## src/rtl/rdback_serializer.sv

```systemverilog
// ============================================================================
// Module   : rdback_serializer
// Brief    : Pops readback FIFO entries and streams each one out as
//            IN_WIDTH/OUT_WIDTH host beats (beat 0 = LSBs), flagging the
//            final beat. Optional macro RDBACK_ENTRY_CNT_EN adds a
//            32-bit count of fully sent entries.
// Revision : 1.0 - initial release
// ============================================================================
`default_nettype none

module rdback_serializer #(
  parameter int IN_WIDTH  = 512,
  parameter int OUT_WIDTH = 128
) (
  input  logic                 clk,
  input  logic                 rst_n,
  input  logic                 rdback_fifo_empty,
  output logic                 rdback_fifo_rden,
  input  logic [IN_WIDTH-1:0]  rdback_fifo_rddata,
  output logic                 app_data_valid,
  input  logic                 app_data_ready,
  output logic [OUT_WIDTH-1:0] app_data,
`ifdef RDBACK_ENTRY_CNT_EN
  output logic [31:0]          rdback_entry_cnt,
`endif
  output logic                 app_data_last
);

  localparam int BEATS = IN_WIDTH / OUT_WIDTH;
  localparam int IDX_W = $clog2(BEATS);
  localparam logic [IDX_W-1:0] LAST_IDX = IDX_W'(BEATS - 1);

  localparam logic [1:0] ST_IDLE = 2'd0;
  localparam logic [1:0] ST_WAIT = 2'd1;
  localparam logic [1:0] ST_SEND = 2'd2;

  logic [1:0]          state_q, state_d;
  logic [IN_WIDTH-1:0] entry_q, entry_d;
  logic [IDX_W-1:0]    beat_idx_q, beat_idx_d;
  logic                is_last;
  logic                handshake;
  logic [OUT_WIDTH-1:0] beat_word [BEATS];

  generate
    for (genvar i = 0; i < BEATS; i++) begin : g_beat
      assign beat_word[i] = entry_q[i*OUT_WIDTH +: OUT_WIDTH];
    end
  endgenerate

  assign is_last   = (beat_idx_q == LAST_IDX);
  assign handshake = app_data_valid & app_data_ready;

  // State register
  always_ff @(posedge clk or negedge rst_n) begin
    if (!rst_n) begin
      state_q <= ST_IDLE;
    end else begin
      state_q <= state_d;
    end
  end

  // Next-state logic
  always_comb begin
    state_d = state_q;
    case (state_q)
      ST_IDLE: begin
        if (!rdback_fifo_empty) state_d = ST_WAIT;
      end
      ST_WAIT: begin
        state_d = ST_SEND;
      end
      ST_SEND: begin
        if (handshake && is_last) begin
          state_d = rdback_fifo_empty ? ST_IDLE : ST_WAIT;
        end
      end
      default: begin
        state_d = ST_IDLE;
      end
    endcase
  end

  // Output logic; the pop is qualified by rst_n so nothing leaves the FIFO in reset
  always_comb begin
    rdback_fifo_rden = 1'b0;
    app_data_valid   = 1'b0;
    app_data_last    = 1'b0;
    app_data         = '0;
    case (state_q)
      ST_IDLE: begin
        rdback_fifo_rden = ~rdback_fifo_empty;
      end
      ST_SEND: begin
        app_data_valid   = 1'b1;
        app_data_last    = is_last;
        app_data         = beat_word[beat_idx_q];
        rdback_fifo_rden = app_data_ready & is_last & ~rdback_fifo_empty;
      end
      default: begin
        rdback_fifo_rden = 1'b0;
      end
    endcase
    rdback_fifo_rden = rdback_fifo_rden & rst_n;
  end

  // Entry capture and beat index
  always_comb begin
    entry_d    = entry_q;
    beat_idx_d = beat_idx_q;
    if (state_q == ST_WAIT) begin
      entry_d    = rdback_fifo_rddata;
      beat_idx_d = '0;
    end else if (state_q == ST_SEND && handshake) begin
      beat_idx_d = is_last ? '0 : beat_idx_q + IDX_W'(1);
    end
  end

  always_ff @(posedge clk or negedge rst_n) begin
    if (!rst_n) begin
      entry_q    <= '0;
      beat_idx_q <= '0;
    end else begin
      entry_q    <= entry_d;
      beat_idx_q <= beat_idx_d;
    end
  end

`ifdef RDBACK_ENTRY_CNT_EN
  logic [31:0] entry_cnt_q, entry_cnt_d;

  always_comb begin
    entry_cnt_d = entry_cnt_q;
    if (handshake && is_last) entry_cnt_d = entry_cnt_q + 32'd1;
  end

  always_ff @(posedge clk or negedge rst_n) begin
    if (!rst_n) begin
      entry_cnt_q <= '0;
    end else begin
      entry_cnt_q <= entry_cnt_d;
    end
  end

  assign rdback_entry_cnt = entry_cnt_q;
`endif

endmodule

`default_nettype wire

```

## config.mk

```make
export PLATFORM = sky130hd
export DESIGN_NAME = rdback_serializer
export DESIGN_NICKNAME = d
export VERILOG_FILES = /design/src/rtl/rdback_serializer.sv
export SDC_FILE = /design/constraint.sdc
export NUM_CORES = 1
export LEC_CHECK = 0
export CAP_MARGIN = 25
export CELL_PAD_IN_SITES_DETAIL_PLACEMENT = 1
export CELL_PAD_IN_SITES_GLOBAL_PLACEMENT = 1
export CORE_MARGIN = 1.5
export CORE_UTILIZATION = 41
export DETAILED_ROUTE_END_ITERATION = 12
export PLACE_DENSITY_LB_ADDON = 0.2
export SYNTH_ARGS = -nofsm -noshare
export SYNTH_HDL_FRONTEND = slang
export SYNTH_SLANG_ARGS = --single-unit
export TNS_END_PERCENT = 1
```

## constraint.sdc

```tcl
create_clock -name clk -period 1.6 [get_ports clk]
set_input_delay 0.16 -clock clk [delete_from_list [all_inputs] [get_ports clk]]
set_output_delay 0.16 -clock clk [all_outputs]
set_load 0.005 [all_outputs]
```

==> metrics <==
GR Overflow Total 0; DRC errors left 0; clock sinks 516; violated checks negative setup slack; largest net degree at the start of global routing 180; syn_area_per_cell 16.4 um2; critical-path maximum fanout 6; Gate power share 49.5%; Hold Vio Cnt, Final 0; Post-synth EDFFs 0; post-synthesis cell type count 23; area of the multi-input gates between 0.01 and 0.015 mm2; Final Max Slew Viols 0; setup TNS -137.35 ns; top cell family by delay on the critical path buffers and inverters; Iteration-0 DRC Markers 666; Crit path top cell by count buf_12; slowest library cell on the worst path dfrtp_4; WP buf/inv 5; Synth top area share approximately half; Synth Net Count between 2000 and 2500; Max Clock Skew roughly 0.016 ns; Final Core Density between 50% and 60%; Worst path max stage delay around 0.52 ns; FP Rows 91; Clk pwr share ~18%; Final Critical Period roughly 2.5 ns; most frequent cells in the layout dfrtp_1 (515), clkdlybuf4s50_1 (514), mux2_4 (469); Setup crit start kind flip-flop; initial antenna violation count 48; Detail Route Antenna Nets 0; required time worst endpoint approximately 1.4 ns; first-pass GRT wire length approximately 120 mm; async set-or-reset flop fraction in the synthesized netlist between 90% and 100%; Die X around 250 um; YS warnings 0; FF-to-FF path depth 5; pwr dens just over 2000 mW/mm2; Worst-Skew Late Latency 0.61 ns; Synth area leaders dfrtp_1 (51%), mux2_4 (28%), mux2i_1 (10%); post-synthesis cell count ~1500; worst IR drop on VDD slightly above 1000 uV; Leakage ~16 nW; TritonCTS clock tree built; clock root buffer clkbuf_16; Worst R2R Start state_q[1]; Reg area around 0.013 mm2; Final Cycle Share 154%; max_cap viols 0; Slew headroom 27.1%; HP Start rdback_fifo_empty; endpoints failing setup roughly 630; Worst EP arrival 2.30 ns; worst hold path class primary input to flip-flop; number of nets in the layout about 2800; Area growth syn-to-layout 44.3%; DIE AREA 0.0634 mm2; Power Internal 51.2 mW; CP Capture Type primary output; Least-Margin Pin Slew around 1.1 ns; leading area contributor after synthesis dfrtp_1; synthesized area between 0.02 and 0.03 mm2; TritonRoute pass-1 iters 4; Initial Utilization about two fifths; #FFs+latches synth approximately 520; Worst R2R End entry_q[500]; CTS H-tree depth 2; switching share of power between 30 and 40%; CTS clk-pin slew, worst paths approximately 0.060 ns; Final WS setup -0.856 ns; DIE HEIGHT 252 um; CP Cell Sequence buf_12 -> buf_12 -> buf_12 -> buf_16 -> mux2i_4 -> o22ai_2 -> buf_2; total core area roughly 0.061 mm2; share of layout cells above drive strength 1 43.5%; Synth Flop Type dfrtp_1; via count about 17000; # port buffers about 650; CTS Buffer Depth 3; Critical Path Sink app_data[47]; commonest non-fill, non-tap cell in the layout dfrtp_1; part of the power in registers around a third; R2R Setup Slk -0.17 ns; Psw 24.8 mW; status finished with violations; Critical path origin beat_idx_q[1]; # fillers 5743; Total GRT Usage about a quarter; unrepaired setup endpoints after global routing yes; Vias/cell around 5.2; GPL Wtd Cong 0.881; DPL Wire Length about 57 mm; TritonCTS Buffers 56; critical path class flip-flop to primary output; vias in the first global route roughly 19000; Levels on crit path 7; # IOs ~650; Routed WL between 80 and 90 mm; sequential share of the synthesized area about half; wire per inst approximately 27 um; FMAX 407 MHz
-- cell families (layout without fill, tap and decap cells) --
logic type	Yosys count	count (layout)	synth area share, %
mux	768	768	39.7
flops	516	516	50.9
compound gates	132	132	3.27
buf+inv	114	936	5.74
simple gates	14	14	0.350
fa+ha+maj	1	1	0.0493
other cells	0	33	0
-- worst min path at each step --
stage	slack [ns]	endpoint	depth (start not counted)
2_1_floorplan	-0.14	beat_idx_q[0]	0
3_3_place_gp	0.35	entry_q[60]	2
3_5_place_dp	0.36	entry_q[188]	2
4_1_cts	0.08	state_q[0]	2
5_1_grt	0.09	state_q[0]	2
6_report	0.11	state_q[0]	2
-- per-layer routing --
layer  share of wire (%)  track usage [%]  wire length, um  vias up
li1                    -                -                -     7289
met1                  39             31.3            33800     8724
met2                  51             44.8            43700      475
met3                 5.8             6.78             5020      189
met4                 3.7             11.5             3160       40
met5                0.29                0              252        -
-- sequential cells by signal, summed over array words and instances (netlist names) --
| name | flops |
|---|---|
| state_q | 2 |
| entry_q | 512 |
| beat_idx_q | 2 |
-- cell usage after synthesis, types with 2 or more instances --
| library cell | number |
|---|---|
| mux2i_1 | 256 |
| and2_1 | 2 |
| mux2_2 | 43 |
| buf_2 | 41 |
| dfrtp_1 | 516 |
| nand3_1 | 3 |
| mux2_4 | 469 |
| nand2_1 | 4 |
| buf_12 | 52 |
| buf_6 | 12 |
| buf_4 | 8 |
| o22ai_1 | 128 |
-- repair_timing --
action,in CTS,in global routing
gates resized for setup,656,51
hold endpoints to repair,516,0
hold buffers,1,0
pin swaps,49,13
endpoints found under the setup margin,626,636
buffers inserted,33,10
gates cloned,16,3
-- power groups by stage --
stage | registers [mW] | logic, mW | clock network, mW
2_1_floorplan | 22.5 | 22.8 | 0
4_1_cts | 24.6 | 37.0 | 13.8
6_report | 24.9 | 37.6 | 13.5
3_5_place_dp | 24.1 | 33.2 | 0
3_3_place_gp | 23.8 | 32.4 | 0
5_1_grt | 25.6 | 39.6 | 14.2
-- layout make-up --
cell class | count | area share, %
Antenna cell | 33 | 0.225
Timing Repair Buffer | 831 | 23.7
Multi-Input combinational cell | 915 | 32.9
Clock buffer | 90 | 4.67
Sequential cell | 516 | 35.2
Tap cell | 790 | 2.70
Clock inverter | 15 | 0.522
-- metrics by stage --
step	hold slack, ns	power, mW	std cells	instance area [um2]	setup slack (ns)
after detailed placement	0.359	57.3	2999	33000	-0.555
after global placement	0.349	56.2	2999	33000	-0.561
final	0.111	76.0	3190	36600	-0.856
after global routing	0.0949	79.5	3187	36600	-0.909
after CTS	0.0797	75.4	3145	36300	-0.884
after floorplan	-0.136	45.3	1545	25400	0.142
Power figures use the tool's default switching activity.
